**src/rtl/wnd_arb.sv**
```systemverilog
// wnd_arb -- frame-level arbiter sharing one window/corner pipeline between
// two camera pixel streams.
//
// A camera is granted for a whole frame on the rising edge of its fv. The
// granted stream is forwarded through one register stage. After the frame
// ends, the output is held at fv=0 for GAP cycles so the downstream window
// resets its row count and row buffers. Frame starts that arrive while the
// pipeline is busy, or that lose a simultaneous-start tie, are dropped and
// counted.
//
// Parameters:
//   MIN_HBLANK  minimum lv-low cycles required before a line
//   GAP         forced fv-low cycles after each granted frame
//   DROP_W      width of the saturating dropped-frame counters
//
// Ports:
//   c, rst            clock (rising edge); asynchronous active-high reset
//   p0/lv0/fv0        camera 0 pixel, line-valid, frame-valid
//   p1/lv1/fv1        camera 1 pixel, line-valid, frame-valid
//   en[1:0]           per-camera grant enable (gates new grants only)
//   clr               synchronous clear of both drop counters
//   p/lv/fv           forwarded stream to the window block
//   sel               camera currently or last granted
//   busy              high in GRANT or FLUSH
//   hb_err            one-cycle pulse when a line is masked for short blanking
//   drop0/drop1       saturating dropped-frame counts
//
// Optional feature macro: WND_ARB_HBLANK_CHECK_EN enables masking of lines
// whose preceding horizontal blanking is shorter than MIN_HBLANK.

module wnd_arb #(
  parameter int MIN_HBLANK = 8,
  parameter int GAP        = 4,
  parameter int DROP_W     = 8
) (
  input  logic              c,
  input  logic              rst,
  input  logic [7:0]        p0,
  input  logic [7:0]        p1,
  input  logic              lv0,
  input  logic              lv1,
  input  logic              fv0,
  input  logic              fv1,
  input  logic [1:0]        en,
  input  logic              clr,
  output logic [7:0]        p,
  output logic              lv,
  output logic              fv,
  output logic              sel,
  output logic              busy,
  output logic              hb_err,
  output logic [DROP_W-1:0] drop0,
  output logic [DROP_W-1:0] drop1
);

  typedef enum logic [1:0] {IDLE, GRANT, FLUSH} state_t;

  localparam int GW = (GAP > 1) ? $clog2(GAP) : 1;

  state_t        state;
  logic [GW-1:0] gcnt;
  logic [1:0]    fv_d;
  logic [1:0]    start;
  logic          nsel;
  logic          cur;
  logic [7:0]    p_c, p_f;
  logic          lv_c, lv_f, fv_c;
  logic          inc0, inc1;

  // fv_d resets to 1 so a camera already mid-frame when reset drops does
  // not look like a fresh frame start; it must show a real low->high edge.
  assign start = {fv1, fv0} & ~fv_d & en;

  // On a tie the camera that is not the current sel wins (round-robin).
  assign nsel = (start == 2'b11) ? ~sel : start[1];

  // Camera being looked at this cycle: the one about to be granted in IDLE,
  // otherwise the one already granted.
  assign cur  = (state == IDLE) ? nsel : sel;
  assign p_c  = cur ? p1  : p0;
  assign lv_c = cur ? lv1 : lv0;
  assign fv_c = cur ? fv1 : fv0;

  // Drops: any start while busy, or the tie loser (the camera equal to sel).
  assign inc0 = start[0] & ((state != IDLE) | (start[1] & ~sel));
  assign inc1 = start[1] & ((state != IDLE) | (start[0] &  sel));

`ifdef WND_ARB_HBLANK_CHECK_EN
  localparam int HW = $clog2(MIN_HBLANK + 1);

  logic [HW-1:0] hb_cnt, hb_cnt_n;
  logic          mask, mask_n, short_n, rise;

  // hb_cnt counts consecutive lv-low cycles and is cleared by lv high, so a
  // non-zero count with lv high marks the first pixel of a new line.
  always_comb begin
    rise     = lv_c & (hb_cnt != '0);
    short_n  = rise & (hb_cnt < HW'(MIN_HBLANK));
    mask_n   = lv_c & (rise ? short_n : mask);
    hb_cnt_n = lv_c ? '0 :
               (hb_cnt == HW'(MIN_HBLANK)) ? hb_cnt : hb_cnt + 1'b1;
    lv_f     = lv_c & ~mask_n;
    p_f      = mask_n ? 8'h00 : p_c;
  end

  always_ff @(posedge c or posedge rst) begin
    if (rst) begin
      hb_cnt <= '0;
      mask   <= 1'b0;
      hb_err <= 1'b0;
    end else begin
      hb_err <= 1'b0;
      if (state == IDLE) begin
        // Preset so the first line of a frame is never flagged.
        hb_cnt <= HW'(MIN_HBLANK);
        mask   <= 1'b0;
      end else if (state == GRANT && fv_c) begin
        hb_cnt <= hb_cnt_n;
        mask   <= mask_n;
        hb_err <= short_n;
      end
    end
  end
`else
  assign lv_f   = lv_c;
  assign p_f    = p_c;
  assign hb_err = 1'b0;
`endif

  always_ff @(posedge c or posedge rst) begin
    if (rst) begin
      state <= IDLE;
      gcnt  <= '0;
      fv_d  <= 2'b11;
      sel   <= 1'b0;
      busy  <= 1'b0;
      fv    <= 1'b0;
      lv    <= 1'b0;
      p     <= 8'h00;
    end else begin
      fv_d <= {fv1, fv0};
      unique case (state)
        IDLE: begin
          if (|start) begin
            state <= GRANT;
            busy  <= 1'b1;
            sel   <= nsel;
            fv    <= 1'b1;
            lv    <= lv_f;
            p     <= p_f;
          end
        end
        GRANT: begin
          if (fv_c) begin
            lv <= lv_f;
            p  <= p_f;
          end else begin
            state <= FLUSH;
            gcnt  <= GW'(GAP - 1);
            fv    <= 1'b0;
            lv    <= 1'b0;
            p     <= 8'h00;
          end
        end
        FLUSH: begin
          if (gcnt == '0) begin
            state <= IDLE;
            busy  <= 1'b0;
          end else begin
            gcnt <= gcnt - 1'b1;
          end
        end
        default: state <= IDLE;
      endcase
    end
  end

  // clr has priority over a same-cycle increment.
  always_ff @(posedge c or posedge rst) begin
    if (rst) begin
      drop0 <= '0;
      drop1 <= '0;
    end else if (clr) begin
      drop0 <= '0;
      drop1 <= '0;
    end else begin
      if (inc0 && drop0 != '1) drop0 <= drop0 + 1'b1;
      if (inc1 && drop1 != '1) drop1 <= drop1 + 1'b1;
    end
  end

endmodule

```
**config.mk**
```make
export PLATFORM = sky130hd
export DESIGN_NAME = wnd_arb
export DESIGN_NICKNAME = d
export VERILOG_FILES = /design/src/rtl/wnd_arb.sv
export SDC_FILE = /design/constraint.sdc
export NUM_CORES = 1
export LEC_CHECK = 0
export BUFFER_PORTS_ARGS = -buffer_cell sky130_fd_sc_hd__buf_2
export CORE_MARGIN = 8
export CORE_UTILIZATION = 52
export DETAILED_ROUTE_END_ITERATION = 8
export GPL_TIMING_DRIVEN = 0
export PLACE_DENSITY = 0.79
export SLEW_MARGIN = 20
export SYNTH_ARGS = -nofsm -noshare
export SYNTH_HDL_FRONTEND = slang
export SYNTH_SLANG_ARGS = --single-unit
```
**constraint.sdc**
```tcl
create_clock -name c -period 1.9 [get_ports c]
set_input_delay 0.19 -clock c [delete_from_list [all_inputs] [get_ports c]]
set_output_delay 0.19 -clock c [all_outputs]
set_load 0.03 [all_outputs]
```
After elaboration in Yosys (flattened, before gate mapping)

Index checks and enable logic that the tools add are counted.
W data, S select, Z words.

Bits in registers: 34
Word-level logic and storage cells: 76

Add/subtract/negate cells: 3
Eq/ne operators: 9
Mux-type cells: 27
Bitwise operators: 10
Reductions and logical operators: 17

Operators by type and width:

| kind                  | number |
|---|---|
| $mux W8               | 7 |
| $add A8 B1 Y8 const B | 2 |
| $ne A8 B8 Y1 const B  | 2 |
| $pmux W8 S2           | 1 |
| $reduce_and A3 Y1     | 4 |
| $reduce_bool A2 Y1    | 6 |
| $mux W2               | 5 |
| $mux W1               | 9 |
| $ne A2 B2 Y1 const B  | 3 |
| $pmux W1 S2           | 3 |
| $pmux W2 S3           | 1 |
| $and A1 B1 Y1         | 4 |
| $and A2 B2 Y2         | 2 |
| $eq A2 B2 Y1 const B  | 2 |
| $logic_not A2 Y1      | 2 |
| $pmux W2 S2           | 1 |
| $reduce_and A2 Y1     | 2 |
| $eq A2 B1 Y1 const B  | 1 |
| $logic_and A1 B1 Y1   | 2 |
| $ne A2 B1 Y1 const B  | 1 |
| $not A2 Y2            | 1 |
| $or A1 B1 Y1          | 2 |
| $reduce_or A2 Y1      | 1 |
| $sub A2 B1 Y2 const B | 1 |
| $not A1 Y1            | 1 |

Depth between registers and ports, before layout

Gate-level depths: netlist (run 1).

Word-level depth: 9
Mapped depth: 6
Mapped depth without buffers: 5

Worst setup path before layout (run 1)

Ideal clock, no wire load.

Kind: register -> register
From: register drop0[3]
To: register drop0[5]
Library setup time: 0.125 ns
Arrival: 1.786 ns
Setup slack: -0.011 ns
Cell stages (with the launch flop): 6
Path buffers: 1
Period minus slack after synthesis: 1.911 ns
Cells stage by stage: dfrtp_1 and4_1 and2_1 clkbuf_1 a2111oi_2 mux2_2

Longest elaborated chain between the ends: 3
Elaborated cells between the ends (all ways): 6

Ends and longest elaborated chain:

| item                                                  | RTL line | RTL |
|---|---|---|
| start: declaration                                    | 52       | `output logic [DROP_W-1:0] drop0,` |
| start signal: assignment                              | 187      | `if (inc0 && drop0 != '1) drop0 <= drop0 + 1'b1;` |
| $add A8 B1 Y8 / $ne A8 B8 Y1 (equally long branches)  | 187      |  |
| $mux W8 / $logic_and A1 B1 Y1 (equally long branches) | 187      |  |
| $mux W8 / $reduce_bool A2 Y1 (equally long branches)  | n/a      |  |

Several ways; a longest one is shown, not always the timed one. The select of a mux whose other input is x is not followed.
A chain may end at the register's enable or synchronous reset.

Worst setup path after layout (run 1)

Ends and elaborated chain as after synthesis.

==> implementation parameters, run 1 <==
Parameter                              Value

Status
  Result of the run    finished, final reports clean

Worst setup path
  Critical path type    flip-flop to flip-flop
  End of the worst register-to-register path    drop0[5]
  Internal reg-to-reg setup slack    about 110 ps
  Capture point of the worst path    drop0[5]
  Worst Reg2Reg Path Length in Cells    5
  Capturing element type of the critical path    flip-flop
  Worst EP required    2080 ps
  Setup crit start kind    flip-flop
  Data arrival time at the worst-slack endpoint    about 2000 ps
  Max FO, Critical Path    7
  Critical path launch point    drop0[3]
  Reg-to-reg critical path startpoint    drop0[3]

Synthesis
  Cell Area, Synth    approximately 2000 um2
  Net count after synthesis    approximately 240
  Gate count after technology mapping    about 210
  Register bit total from synthesis    34
  Cells taking the most area after synthesis    dfrtp_1, a221oi_1, a21o_1
  Post-synth EDFFs    0
  Synth top area share    0.396
  Synthesized area per cell    about 9.6 um2
  Synth cell types    45
  Proportion of register bits with asynchronous set or reset after synthesis    1.00
  Top cell type by total area after synthesis    dfrtp_1
  Number of warnings reported in the yosys synthesis log    0
  Main flop type after synthesis    dfrtp_1
  Share of the yosys chip area belonging to registers    0.422

Finish
  Antenna fix cells    0
  Reg area    855 um2
  Layout Cells excl Fill    318
  Number of inserted filler cells in the final layout    between 300 and 400
  Final std cell area, no fill    between 2000 and 2500 um2
  Multi-input logic area    around 1100 um2
  Layout net count    ~300
  Area added between synthesis and finish    22.3%
  Fraction of layout cells with a size suffix above 1    0.304
  Core utilization of the finished layout    0.671

GRT
  Total track usage    0.175
  Most Used Layer, Global Route    met2
  Global-route wire length before repair    about 8.9 mm
  Met1 layer usage reported by global route    0.213
  Global-route met3 utilization    0.0581
  Number of global-route vias before repair    approximately 1900
  Grt total ovfl    0
  Maximum number of pins on one net before global-route repair    35
  Initial antenna violation count    0
  Global-route track usage on met2    0.277

Pwr
  Internal Power    approximately 1.8 mW
  Final Power    around 3.0 mW
  Share of total power consumed by net switching    0.414
  Static leakage    roughly 1.2 nW
  Share of total power in sequential cells    0.339
  Logic gate share of total power    0.454
  Relative contribution of the clock network to total power    0.207
  Total power density per cell area    roughly 1200 nW/um2
  Switch Pwr    1.25 mW
  IR drop worst, VDD    0.766 mV

Hold path
  Type of the most critical hold path    primary input to async pin

Detailed routing
  Ratio of routed vias to standard cells    roughly 5.8
  Count of vias placed by the detailed router    ~1900
  Drt initial violations    104
  DRC viols    0
  Antenna violation net count after detailed routing    0
  DR pass1 iterations    4
  Final WL    between 5 and 6 mm
  Routed WL per cell    16.2 um

Clocking
  Skew-Pair Late Insertion Delay    290 ps
  CTS Sinks    34
  Library cell used as clock root buffer    clkbuf_8
  Number of buffers created by CTS    5
  Count of H-tree levels built during CTS    2
  TritonCTS clock tree    yes
  Clock transition at the registers of the reported paths    70 ps
  CTS Hold Buffers Added    0
  Buffer depth of the longest clock path    2
  Buffers inserted by post-CTS timing repair    0

Timing
  Measured slew at the worst slew-check pin    ~720 ps
  Final setup skew    just over 5 ps
  Final-layout setup total negative slack    0 ps
  Final setup violation count    0
  Max Freq    around 560 MHz
  Number of pins with negative max-slew slack in the final report    0
  Endpoints failing hold    0
  Part of the cycle the worst path needs    0.944
  Fin crit period    1790 ps
  Max transition margin    0.520
  Unrepaired setup endpoints after global routing    yes

Place
  HPWL after detailed placement    around 3.7 mm
  Placed inst area    roughly 2300 um2
  Count of buffers inserted at the top-level ports    52
  Final weighted congestion in routability-driven placement    a little over 0.8
  Number of placed cells counting well taps    311

Floorplanning
  Area of the placeable core    roughly 3700 um2
  Die outline width    78.4 um
  Count of boundary I/O pins    54
  Floorplan row count    22
  Effective utilization at floorplan    0.549
  Floorplan die height    about 78 um
  Die area    around 6100 um2

Flow run
  Max-Cap Viols    0
[cell usage in the layout (no fill, tap or decap), types with 5 or more instances in the layout]
cell type	n
buf_2	52
dfrtp_1	31
a221oi_1	18
inv_1	16
o21ai_0	13
a21oi_1	13
a21o_1	12
clkbuf_1	9
nand2_1	8
nor2_1	8
clkbuf_8	8
nand3_1	7
nor2b_1	5
mux2_2	5
a211oi_1	5
[power groups by stage]
stage	clock network, mW	logic, mW	registers [mW]
finish	0.629	1.38	1.03
global route	0.664	1.50	1.06
CTS	0.642	1.36	1.03
detailed placement	0	1.36	1.04
global placement	0	1.33	1.03
floorplan	0	0.730	1.29
[sequential cells by signal, summed over array words and instances, names as in the netlist]
signal,count
busy,1
state,2
fv,1
lv,1
drop1,8
gcnt,2
sel,1
drop0,8
fv_d,2
p,8
[worst min-delay path by stage]
stage | from | endpoint | cells past startpoint
CTS | rst | drop0[4] | 2
finish | rst | p[5] | 2
global placement | fv0 | fv_d[0] | 1
detailed placement | rst | p[5] | 2
floorplan | fv0 | fv_d[0] | 0
global route | fv0 | fv_d[0] | 1
[stage by stage]
| step | hold WS, ps | setup WS, ps |
|---|---|---|
| 2_1_floorplan | 194 | 21.0 |
| 3_3_place_gp | 357 | 34.8 |
| 3_5_place_dp | 347 | -11.0 |
| 4_1_cts | 36.9 | 48.1 |
| 5_1_grt | 52.4 | -15.9 |
| 6_report | 12.5 | 106 |
[synthesized netlist by cell type (all sizes together), types with 3 or more instances]
library cell,number
a21oi,13
mux2i,3
o31ai,3
o21ai,13
ha,3
inv,17
nor3,4
nor2,9
a221oi,18
dfrtp,32
nor2b,5
or4,3
a211oi,5
mux2,5
nand3,7
a31oi,4
nand2b,4
clkbuf,11
and2,3
a21o,12
nand2,8
[repair_timing]
item	in CTS	in global routing
pin swaps	0	1
resized for setup	1	6
setup endpoints to repair	2	12
[area by class of cell]
type,count,area share
plain buffers,12,0.0202
clock buffers,8,0.0445
inverters,17,0.0258
multi-input cells,147,0.434
flip-flops and latches,34,0.345
well taps,48,0.0243
repair buffers,52,0.105
[critical path, stage by stage (launching register included)]
cell and delay, ps:
dfrtp_2 450, and4_1 210, and2_1 150, clkbuf_1 170, a2111oi_2 340, mux2_2 370
[cell families after synthesis]
family	count (synthesis)	share of synthesized area
simple gates	56	0.176
compound gates	79	0.281
other cells	1	0.00185
mux	8	0.0427
flops	34	0.422
buf+inv	30	0.0575
fa+ha+maj	3	0.0186
[per-layer routing]
| layer | wire length, um | up-vias |
|---|---|---|
| met3 | 454 | 6 |
| met4 | 71 | 0 |
| li1 | - | 907 |
| met2 | 2360 | 62 |
| met5 | 0 | - |
| met1 | 2250 | 881 |
(Power assumes the default switching activity.)
==> run 2, diff against run 1 <==
==> constraint.sdc (replaced) <==
create_clock -name c -period 1.95 [get_ports c]
set_input_delay 0.195 -clock c [delete_from_list [all_inputs] [get_ports c]]
set_output_delay 0.195 -clock c [all_outputs]
set_load 0.03 [all_outputs]
==> implementation parameters, run 2 (synthesis results as in run 1) <==
Parameter                              Value

Status
  Result of the run    finished, final reports clean

Worst setup path
  Max FO, Critical Path    10
  Internal reg-to-reg setup slack    between 100 and 150 ps
  Critical path type    flip-flop to flip-flop
  Capturing element type of the critical path    flip-flop
  Reg-to-reg critical path startpoint    fv_d[0]
  End of the worst register-to-register path    lv
  Data arrival time at the worst-slack endpoint    a little under 2000 ps
  Worst Reg2Reg Path Length in Cells    4
  Worst EP required    2090 ps
  Critical path launch point    fv_d[0]
  Setup crit start kind    flip-flop

Clocking
  CTS Sinks    34
  Count of H-tree levels built during CTS    2
  Skew-Pair Late Insertion Delay    roughly 290 ps
  Number of buffers created by CTS    5
  Buffer depth of the longest clock path    2
  TritonCTS clock tree    yes
  CTS Hold Buffers Added    0
  Library cell used as clock root buffer    clkbuf_8
  Clock transition at the registers of the reported paths    about 70 ps

Timing
  Final setup skew    about 8 ps
  Unrepaired setup endpoints after global routing    no
  Final-layout setup total negative slack    0 ps
  Max transition margin    0.484
  Measured slew at the worst slew-check pin    around 770 ps
  Final setup violation count    0
  Max Freq    ~540 MHz
  Number of pins with negative max-slew slack in the final report    0
  Final worst hold slack    3.54 ps
  Endpoints failing hold    0
  Fin crit period    roughly 1800 ps
  Part of the cycle the worst path needs    0.943

Place
  HPWL after detailed placement    around 3.6 mm
  Final weighted congestion in routability-driven placement    roughly 0.81
  Number of placed cells counting well taps    around 310
  Count of buffers inserted at the top-level ports    52

Floorplanning
  Die outline width    between 70 and 80 um
  Area of the placeable core    ~3700 um2
  Floorplan die height    about 78 um
  Count of boundary I/O pins    54
  Effective utilization at floorplan    0.549
  Floorplan row count    22
  Die area    a little over 6000 um2

Detailed routing
  Count of vias placed by the detailed router    between 1500 and 2000
  Antenna violation net count after detailed routing    0
  Drt initial violations    between 100 and 150
  Ratio of routed vias to standard cells    5.78
  DR pass1 iterations    4
  Routed WL per cell    roughly 15 um
  DRC viols    0
  Final WL    4.88 mm

Finish
  Leading cell type in the layout, fill and taps excluded    buf_2
  Leading registers by flop count    drop0 x8, drop1 x8, p x8
  Fraction of layout cells with a size suffix above 1    0.289
  Multi-input logic area    about 1100 um2
  Area added between synthesis and finish    21.0%
  Top library cells by usage in the layout, fill and taps aside    buf_2, dfrtp_1, a221oi_1
  Number of inserted filler cells in the final layout    roughly 320
  Antenna fix cells    0
  Layout net count    between 200 and 300
  Layout Cells excl Fill    318
  Reg area    approximately 850 um2

GRT
  Grt total ovfl    0
  Maximum number of pins on one net before global-route repair    35
  Number of global-route vias before repair    between 1500 and 2000
  Initial antenna violation count    0
  Global-route wire length before repair    between 8 and 9 mm
  Total track usage    0.162

Pwr
  Static leakage    ~1.2 nW
  IR drop worst, VDD    0.527 mV
  Total power density per cell area    1170 nW/um2

Hold path
  Type of the most critical hold path    primary input to async pin

Flow run
  Max-Cap Viols    0
==> run 2: critical path, stage by stage, from the launching register on <==
cell and delay (ps):
dfstp_2 530, nand3b_1 230, nand2_1 110, o21bai_1 620, a221oi_1 210
==> run 2: final cells by class <==
cell class                      instances  share of cell area
Inverter                               17              0.0261
Sequential cell                        34               0.349
Timing Repair Buffer                   52               0.106
Buffer                                 12              0.0204
Clock inverter                          2             0.00511
Clock buffer                            6              0.0337
Multi-Input combinational cell        147               0.435
Tap cell                               48              0.0245
==> run 2: where the power goes <==
part	internal, mW	total (mW)	switching (mW)	leakage [nW]
sequential	0.881	1.00	0.122	0.429
clock	0.284	0.555	0.271	0.0472
combinational	0.489	1.31	0.825	0.691
total	1.65	2.87	1.22	1.17
==> run 2: through the flow <==
| step | total power, mW | utilization | setup WS (ps) | area, um2 |
|---|---|---|---|---|
| after floorplan | 1.97 | - | 39.1 | 2020 |
| after global placement | 2.30 | 0.635 | 78.4 | 2340 |
| after detailed placement | 2.32 | 0.635 | 56.8 | 2340 |
| after CTS | 2.88 | 0.661 | 29.1 | 2440 |
| after global routing | 3.04 | 0.664 | 25.8 | 2450 |
| final | 2.87 | 0.664 | 111 | 2450 |
==> run 2: routing by layer <==
| metal | global-route usage | vias to the layer above | wire length (um) |
|---|---|---|---|
| met2 | 0.253 | 43 | 2200 |
| met1 | 0.202 | 878 | 2290 |
| li1 | - | 911 | - |
| met5 | 0 | - | 0 |
| met4 | 0.0667 | 0 | 69 |
| met3 | 0.0513 | 7 | 324 |
==> run 2: worst max path at each step <==
| stage | slack (ps) | cells past startpoint | end |
|---|---|---|---|
| after floorplan | 40 | 5 | drop0[5] |
| after global placement | 80 | 6 | fv |
| after detailed placement | 60 | 6 | fv |
| after CTS | 30 | 4 | p[0] |
| after global routing | 30 | 4 | drop0[7] |
| final | 110 | 4 | lv |
==> run 2: repair_timing <==
action,CTS,global route
endpoints found under the setup margin,0,12
setup buffers,0,0
resized for setup,0,4
